**src/rtl/serial_subtractor_if.sv**
```systemverilog
// serial_subtractor_if: start/busy/done handshake and operand/result bundle for the serial subtractor
interface serial_subtractor_if #(parameter int WIDTH = 4);
    logic             start;
    logic [WIDTH:0]   c;
    logic [WIDTH-1:0] b;
    logic             busy;
    logic             done;
    logic [WIDTH-1:0] a;
    logic             borrow;
    logic             ovf;
    modport master(output start, c, b, input busy, done, a, borrow, ovf);
    modport slave(input start, c, b, output busy, done, a, borrow, ovf);
endinterface

```
**src/rtl/serial_subtractor.sv**
```systemverilog
// serial_subtractor: bit-serial a = c - b, LSB first, ripple borrow in a flop; `SUB_SAT_EN saturates a
module serial_subtractor #(parameter int WIDTH = 4) (
    input  logic clk,
    input  logic rst_n,
    serial_subtractor_if.slave bus
);
    localparam int CW = $clog2(WIDTH + 1);
    typedef enum logic [1:0] {IDLE, RUN, DONE} state_t;
    state_t           state;
    logic [WIDTH:0]   cs, bs;
    logic [WIDTH-1:0] r;
    logic [CW-1:0]    cnt;
    logic             br, d, brn;
    logic [WIDTH:0]   rn;
    logic [WIDTH-1:0] res;
    // full-subtractor bit; r keeps the newest WIDTH difference bits, so {d, r} is the whole result on the last bit
    always_comb begin
        d   = cs[0] ^ bs[0] ^ br;
        brn = (~cs[0] & bs[0]) | (~(cs[0] ^ bs[0]) & br);
        rn  = {d, r};
`ifdef SUB_SAT_EN
        res = brn ? '0 : d ? '1 : rn[WIDTH-1:0];
`else
        res = rn[WIDTH-1:0];
`endif
    end
    // control FSM, shift datapath and registered outputs
    always_ff @(posedge clk or negedge rst_n) begin
        if (!rst_n) begin
            state      <= IDLE;
            cs         <= '0;
            bs         <= '0;
            r          <= '0;
            cnt        <= '0;
            br         <= 1'b0;
            bus.busy   <= 1'b0;
            bus.done   <= 1'b0;
            bus.a      <= '0;
            bus.borrow <= 1'b0;
            bus.ovf    <= 1'b0;
        end else begin
            case (state)
                IDLE: if (bus.start) begin
                    cs       <= bus.c;
                    bs       <= {1'b0, bus.b};
                    cnt      <= '0;
                    br       <= 1'b0;
                    bus.busy <= 1'b1;
                    state    <= RUN;
                end
                RUN: begin
                    cs  <= cs >> 1;
                    bs  <= bs >> 1;
                    r   <= rn[WIDTH:1];
                    br  <= brn;
                    cnt <= cnt + 1'b1;
                    if (cnt == CW'(WIDTH)) begin
                        bus.done   <= 1'b1;
                        bus.a      <= res;
                        bus.borrow <= brn;
                        bus.ovf    <= ~brn & d;
                        state      <= DONE;
                    end
                end
                DONE: begin
                    bus.done <= 1'b0;
                    bus.busy <= 1'b0;
                    state    <= IDLE;
                end
                default: state <= IDLE;
            endcase
        end
    end
endmodule

```
**src/flat_wrapper.sv**
```systemverilog
// flat-port wrapper written by rule: the top's interface ports become plain ports
module serial_subtractor_flat 
#(parameter int WIDTH = 4)
  (clk, rst_n, bus_start, bus_c, bus_b, bus_busy, bus_done, bus_a, bus_borrow, bus_ovf);
  serial_subtractor_if #(.WIDTH(WIDTH)) bus_i ();
  input  logic clk;
  input  logic rst_n;
  input wire logic [$bits(bus_i.start)-1:0] bus_start;
  input wire logic [$bits(bus_i.c)-1:0] bus_c;
  input wire logic [$bits(bus_i.b)-1:0] bus_b;
  output wire logic [$bits(bus_i.busy)-1:0] bus_busy;
  output wire logic [$bits(bus_i.done)-1:0] bus_done;
  output wire logic [$bits(bus_i.a)-1:0] bus_a;
  output wire logic [$bits(bus_i.borrow)-1:0] bus_borrow;
  output wire logic [$bits(bus_i.ovf)-1:0] bus_ovf;
  assign bus_i.start = bus_start;
  assign bus_i.c = bus_c;
  assign bus_i.b = bus_b;
  assign bus_busy = bus_i.busy;
  assign bus_done = bus_i.done;
  assign bus_a = bus_i.a;
  assign bus_borrow = bus_i.borrow;
  assign bus_ovf = bus_i.ovf;
  serial_subtractor #(.WIDTH(WIDTH)) u_core (.clk(clk), .rst_n(rst_n), .bus(bus_i));
endmodule
```
**config.mk**
```make
export PLATFORM = sky130hd
export DESIGN_NAME = serial_subtractor_flat
export DESIGN_NICKNAME = d
export VERILOG_FILES = /design/src/rtl/serial_subtractor_if.sv /design/src/rtl/serial_subtractor.sv /design/src/flat_wrapper.sv
export SDC_FILE = /design/constraint.sdc
export NUM_CORES = 1
export LEC_CHECK = 0
export CORE_MARGIN = 2
export CORE_UTILIZATION = 46
export CTS_CLUSTER_SIZE = 24
export DETAILED_ROUTE_END_ITERATION = 6
export PLACE_DENSITY = 0.73
export SYNTH_ARGS = -nofsm -noshare
export SYNTH_HDL_FRONTEND = slang
export SYNTH_SLANG_ARGS = --single-unit
```
**constraint.sdc**
```tcl
create_clock -name clk -period 1.4 [get_ports clk]
set_clock_uncertainty 0.05 [all_clocks]
set_input_delay 0.28 -clock clk [delete_from_list [all_inputs] [get_ports clk]]
set_output_delay 0.28 -clock clk [all_outputs]
set_load 0.02 [all_outputs]
```
# Word level (Yosys, flattened, before mapping)
# Cells that the tools add are included.
[totals] reg_bits=28 wordCells=50
[classes] n_eq_ne=5 n_mux=15 n_bitwise=9 n_addsub=1 n_reduce_logical=9
[ops] operator="5-bit case mux with 2 select lines" count=2
[ops] operator="5-bit two-way mux" count=2
[ops] operator="2-bit AND reduction" count=5
[ops] operator="1-bit case mux with 2 select lines" count=3
[ops] operator="3-bit case mux with 2 select lines" count=1
[ops] operator="2-bit nonzero test" count=3
[ops] operator="2-bit two-way mux" count=2
[ops] operator="2-bit case mux with 2 select lines" count=1
[ops] operator="3-bit by 1-bit adder with 3-bit output (second input constant)" count=1
[ops] operator="1-bit bitwise AND" count=3
[ops] operator="3-bit == test (second input constant)" count=1
[ops] operator="1-bit two-way mux" count=3
[ops] operator="3-bit two-way mux" count=1
[ops] operator="1-bit inverter" count=3
[ops] operator="2-bit by 1-bit == test with 1-bit output (second input constant)" count=1
[ops] operator="2-bit == test (second input constant)" count=1
[ops] operator="2-bit zero test" count=1
[ops] operator="2-bit by 1-bit inequality test with 1-bit output (second input constant)" count=1
[ops] operator="2-bit inequality test (second input constant)" count=1
[ops] operator="1-bit XOR" count=2
[ops] operator="1-bit bitwise OR" count=1

# Longest topological paths before layout
# Gate-level depths: netlist of the first run.
[logic_depth] depth_word=6 ltp_mapped=4 depth_no_buf=4

# Worst setup path after synthesis of the first run
# OpenSTA, ideal clock, no wires.
[synth_path] path_kind="register -> register" start="register u_core.cnt[0]" end="register u_core.bus.a[0]" setup_time_ps=128 slack_ps=42 path_buffers=0 t_required_ps=1222 t_arrival_ps=1181 path_stages_with_launch=5 path_cell_list="dfrtp_1 inv_1 ha_1 nand4b_2 mux2_1"
[synth_via] elab_chain_cells=2
[synth_lines] item="start: declaration" line="serial_subtractor.sv:12" text="logic [CW-1:0] cnt;"
[synth_lines] item="start signal: assignment" line="serial_subtractor.sv:56" text="cnt <= cnt + 1'b1;"
[synth_lines] item="3-bit == test" line="serial_subtractor.sv:57" text="if (cnt == CW'(WIDTH)) begin"
[synth_lines] item="2-bit AND reduction (no line)"
[synth_lines] item="end signal: assignment" line="serial_subtractor.sv:59" text="bus.a <= res;"
[synth_lines] item="end: declaration" line="serial_subtractor_if.sv:12" text="modport slave(input start, c, b, output busy, done, a, borrow, ovf);"
# Every way passes these cells.
# A chain may end at the register's enable or synchronous reset.

# Final worst setup path of the first run
[layout_path] start="register u_core.cnt[1]" end="register u_core.bus.a[2]"
# Same word-level chain as after synthesis.

==> results_dict.tcl, run 1 <==
set metrics [dict create \
    period_needed_ps 1370 \
    fin_area_um2 1610 \
    netlist_area_um2 1260 \
    multi_input_area_um2 519 \
    startpoint "u_core.cnt[1]$_DFFE_PN0P_" \
    required_ps 1570 \
    reg2reg_depth 4 \
    syn_avg_cell_area_um2 12.6 \
    dp_cells 155 \
    fin_tns_setup_ps 0 \
    wl_per_cell_um 13.6 \
    fillers 210 \
    critPathLaunchType "register" \
    hold_viol 0 \
    crit_path_end_kind "register" \
    cts.sinks 27 \
    fp-row-count 18 \
    yosysSeqAreaShare_pct 53.5 \
    drive_above_1_share_pct 24.6 \
    grt_max_degree 28 \
    routed_wl_mm 2.18 \
    p_leak_nw 0.752 \
    fin_nets 146 \
    io_pins 20 \
    antenna_cells 0 \
    cp-endpoint "u_core.bus.a[2]$_DFFE_PN0P_" \
    dieArea_um2 3180 \
    dp_hpwl_mm 1.59 \
    status "finished, final reports clean" \
    synth_commonest_cells "dfrtp_1, inv_1, nor3b_1" \
    fp.dieW_um 56.4 \
    numCtsBuffers 3 \
    drc 0 \
    antenna_found_initial 0 \
    tightest_slew_ps 343 \
    p_per_area_nw_per_um2 2110 \
    ctsRootBufferMaster "clkbuf_4" \
    relSlewSlack_pct 76.8 \
    synth_area_leaders "dfrtp_1, a211oi_2, nor4b_1" \
    core_um2 2540 \
    crit_type "reg -> reg" \
    r2r_end "u_core.bus.a[2]$_DFFE_PN0P_" \
    rrSetupSlack_ps 30 \
    ys_seq_elements 27 \
    yosys_warnings 0 \
    synthDistinctLibCells 26 \
    cts_tree "yes" \
    clkLatencyLatePin_ps 320 \
    synthesis.nets 115 \
    gp_congestion 0.757 \
    numPortBuffers 19 \
    vias 833 \
    clkTransAtPathRegs_ps 140 \
    synth-edff-count 0 \
    die_y_um 56.4 \
    crit_path_max_fanout 5 \
    regArea_um2 677 \
    yosys.area.top_type "dfrtp_1" \
    setup_violations 0 \
    ir_drop_v 0.00137 \
    p_total_mw 3.41 \
    dr.pass1.iters 4 \
    slew_viol_final 0 \
    clock_path_buffers 2 \
    yosysMostFrequentCell "dfrtp_1" \
    synth_top_area_share_pct 53.5 \
    start_util_pct 49.6 \
    grt_pass1_vias 854 \
    grt_first_pass_wirelength_mm 3.74 \
    ant_nets 0 \
    async_flop_share_pct 100 \
    finalCritPeriodShare_pct 97.6 \
    first_iter_violations 15 \
    htreeDepth 1 \
    final_cells 160 \
    post-place-ws_ps -225 \
    final_util_pct 63.3 \
    area_growth_pct 27.6 \
    holdWs_ps 239 \
    overflow 0 \
    viasPerCell 5.21 \
    layout_setup_ws_ps 32.9 \
    holdCritPathClass "in -> async" \
    dpl-instance-area_um2 1560 \
    arrival_ps 1530 \
    fmaxAchievable_ghz 0.731 \
    synthFlopType "dfrtp_1" \
    crit-reg2reg-launch "u_core.cnt[1]$_DFFE_PN0P_" \
    grt.total_usage_pct 15.1 \
    cap_violations 0 \
    synth_cells 100 \
]
==> worst min path at each step <==
stage | end | slack (ps) | cells past startpoint
CTS | u_core.cs[0]$_DFFE_PN0P_ | 240 | 2
floorplan | u_core.br$_DFFE_PN0P_ | -70 | 0
global placement | u_core.bus.a[0]$_DFFE_PN0P_ | 420 | 1
detailed placement | u_core.bus.a[0]$_DFFE_PN0P_ | 430 | 1
global route | u_core.cs[0]$_DFFE_PN0P_ | 250 | 2
finish | u_core.cs[0]$_DFFE_PN0P_ | 240 | 2
==> where the power goes <==
group	internal (mW)	total (mW)	switching [mW]
logic	0.888	1.70	0.814
registers	1.15	1.38	0.229
clock network	0.107	0.327	0.220
==> cell type report <==
cell class | instances | share of cell area (%)
multi-input cells | 53 | 32.2
inverters | 15 | 3.50
flip-flops and latches | 27 | 42.0
clock inverters | 1 | 0.311
well taps | 30 | 2.33
repair buffers | 31 | 18.2
clock buffers | 3 | 1.40
==> metal layers <==
metal  track usage, %  part of all wire [%]  vias up
met5                0                     0        -
met4             3.06                  0.55        0
met3             5.07                   3.6        2
met2             25.9                    50       14
met1             18.5                    46      407
li1                 -                     -      410
==> cells in the final DEF, fill, tap and decap left out, types with 2 or more instances in the layout <==
| cell type | count |
|---|---|
| mux2_2 | 4 |
| clkdlybuf4s15_1 | 8 |
| clkbuf_4 | 3 |
| a22o_1 | 3 |
| nor2b_1 | 2 |
| a211oi_2 | 7 |
| nor4b_1 | 7 |
| nor3b_1 | 8 |
| nand2b_1 | 2 |
| mux2_1 | 5 |
| buf_4 | 11 |
| clkdlybuf4s50_1 | 11 |
| mux2i_1 | 2 |
| inv_1 | 14 |
| dfrtp_1 | 26 |
==> critical path, stage by stage, from the launching register on <==
cell	delay, ps
dfrtp_1	430
inv_1	80
ha_2	210
nand4b_4	170
mux2_1	340
==> cell families after synthesis <==
kind of cell | after synthesis | share of synthesized area (%)
DFF | 27 | 53.5
and+or+nand+nor | 23 | 14.4
buffers and inverters | 20 | 6.54
AOI/OAI and AO/OA | 16 | 12.4
muxes | 11 | 9.61
adders and majority gates | 3 | 3.57
==> flip-flops by register name, summed over array words and instances, names as in the netlist, 2 cells and up <==
| signal | count |
|---|---|
| u_core.r | 4 |
| u_core.cnt | 3 |
| u_core.bus.a | 4 |
| u_core.state | 2 |
| u_core.bs | 4 |
| u_core.cs | 5 |
==> what timing repair did <==
action	in CTS	in global routing
pin swaps	0	1
buffers inserted	0	1
hold buffers	0	0
resized for setup	9	12
setup endpoints to repair	11	21
Note: power is estimated with default switching activity, not from simulation.
==> inputs of run 2 (changes only) <==
RECOVER_POWER = 25   (was not set)
==> run 2 against run 1 <==
Net effect: non-clock buffer count unchanged; die area unchanged; flip-flop and latch count unchanged; fmax up 0.11%; setup slack better by 1.4 ps; register-to-register slack about the same; highest routed layer unchanged; power about the same; sequential power about the same; wire length up 0.18%; global-route usage unchanged; cell count unchanged.
==> results_dict.tcl, run 2 (same netlist as run 1, synthesis figures left out) <==
set metrics [dict create \
    status "finished, final reports clean" \
    ctsRootBufferMaster "clkbuf_4" \
    first_iter_violations 14 \
    cts.sinks 27 \
    dpl-instance-area_um2 1560 \
    ant_nets 0 \
    fmaxAchievable_ghz 0.732 \
    overflow 0 \
    fp.dieW_um 56.4 \
    clkTransAtPathRegs_ps 140 \
    holdWs_ps 449 \
    cap_violations 0 \
    setup_violations 0 \
    fillers 212 \
    crit_path_max_fanout 5 \
    regMostFlops "u_core.cs" \
    critPathLaunchType "register" \
    holdCritPathClass "in -> async" \
    tightest_slew_ps 654 \
    dr.pass1.iters 4 \
    numPortBuffers 19 \
    grt_first_pass_wirelength_mm 3.74 \
    critPathTopFamily "flip-flops" \
    drive_above_1_share_pct 24.6 \
    crit_path_end_kind "register" \
    final_cell_mix "dfrtp_1, inv_1, buf_4, clkdlybuf4s50_1" \
    drc 0 \
    p_per_area_nw_per_um2 2130 \
    fin_area_um2 1600 \
    clkLatencyLatePin_ps 320 \
    finalCritPeriodShare_pct 97.5 \
    slew_viol_final 0 \
    final_cells 160 \
    dieArea_um2 3180 \
    core_um2 2540 \
    start_util_pct 49.6 \
    routed_wl_mm 2.18 \
    dp_cells 155 \
    period_needed_ps 1370 \
    final_common_cell "dfrtp_1" \
    grt_max_degree 28 \
    cts_tree "yes" \
    grt.total_usage_pct 15.1 \
    clock_path_buffers 2 \
    p_leak_nw 0.748 \
    antenna_found_initial 0 \
    final_util_pct 62.7 \
    largest_reg_flops 5 \
    slowest_delay_ps 430 \
    numCtsBuffers 3 \
    viasPerCell 5.26 \
    ir_drop_v 0.00138 \
    wl_per_cell_um 13.6 \
    fin_tns_setup_ps 0 \
    crit_type "reg -> reg" \
    antenna_cells 0 \
    slowest_stage "dfrtp_1" \
    die_y_um 56.4 \
    arrival_ps 1530 \
    fin_nets 146 \
    dp_hpwl_mm 1.59 \
    area_growth_pct 26.4 \
    required_ps 1560 \
    fp-row-count 18 \
    path_buf_inv 1 \
    hold_viol 0 \
    vias 842 \
    relSlewSlack_pct 56.4 \
    htreeDepth 1 \
    io_pins 20 \
    grt_pass1_vias 854 \
    gp_congestion 0.757 \
    crit_chain "inv_1 -> ha_2 -> nand4b_4 -> mux2_1" \
]
run 2: changes by cell type in the layout (fill, tap and decap cells not counted):
cell	before	now
clkdlybuf4s50_1	11	10
clkbuf_2	0	1
buf_12	1	0
dlygate4sd3_1	0	1
run 2: final cells by class:
type	count	area [um^2]	area share (%)
Clock buffer	3	22.5	1.41
Clock inverter	1	5.00	0.314
Inverter	15	56.3	3.53
Multi-Input combinational cell	53	519	32.5
Sequential cell	27	677	42.4
Tap cell	30	37.5	2.35
Timing Repair Buffer	31	278	17.4
run 2: what timing repair did:
action / 4_1_cts / 5_1_grt
hold buffers: 0 / 0
buffers inserted: 0 / 1
gates resized for setup: 9 / 12
pin swaps: 0 / 1
endpoints found under the setup margin: 11 / 21
run 2: metal layers:
| metal | share of wire, % | global-route usage (%) | vias up |
|---|---|---|---|
| li1 | - | - | 409 |
| met1 | 47 | 18.5 | 415 |
| met2 | 49 | 25.9 | 16 |
| met3 | 3.7 | 5.07 | 2 |
| met4 | 0.55 | 3.06 | 0 |
| met5 | 0 | 0 | - |
run 2: power by group:
group / switching, mW / leakage [nW] / internal, mW
logic: 0.817 / 0.406 / 0.884
registers: 0.230 / 0.324 / 1.15
clock network: 0.219 / 0.0177 / 0.107
total: 1.27 / 0.748 / 2.14
run 2: final timing paths:
| check | startpoint | end | slack (ps) | cells after the start |
|---|---|---|---|---|
| hold reg to reg | u_core.bus.a[3]$_DFFE_PN0P_ | u_core.bus.a[3]$_DFFE_PN0P_ | 460 | 1 |
| max in group asynchronous | rst_n | u_core.state[0]$_DFFE_PN0P_ | 390 | 2 |
| hold / removal | rst_n | u_core.cs[0]$_DFFE_PN0P_ | 450 | 2 |
| setup reg to reg | u_core.cnt[1]$_DFFE_PN0P_ | u_core.bus.a[2]$_DFFE_PN0P_ | 30 | 4 |
| min in group clk | u_core.bus.a[3]$_DFFE_PN0P_ | u_core.bus.a[3]$_DFFE_PN0P_ | 460 | 1 |
| setup / recovery | u_core.cnt[1]$_DFFE_PN0P_ | u_core.bus.a[2]$_DFFE_PN0P_ | 30 | 4 |
run 2: worst reg2reg max path, cell delays in order, from the launching register on:
cell and delay (ps):
dfrtp_1 430, inv_1 80, ha_2 210, nand4b_4 160
mux2_1 340
run 2: metrics by stage:
stage	setup slack (ps)	power (mW)
global route	-30.6	3.67
CTS	7.52	3.38
finish	34.3	3.40
detailed placement	-225	3.10
global placement	-153	3.03
floorplan	41.6	2.49
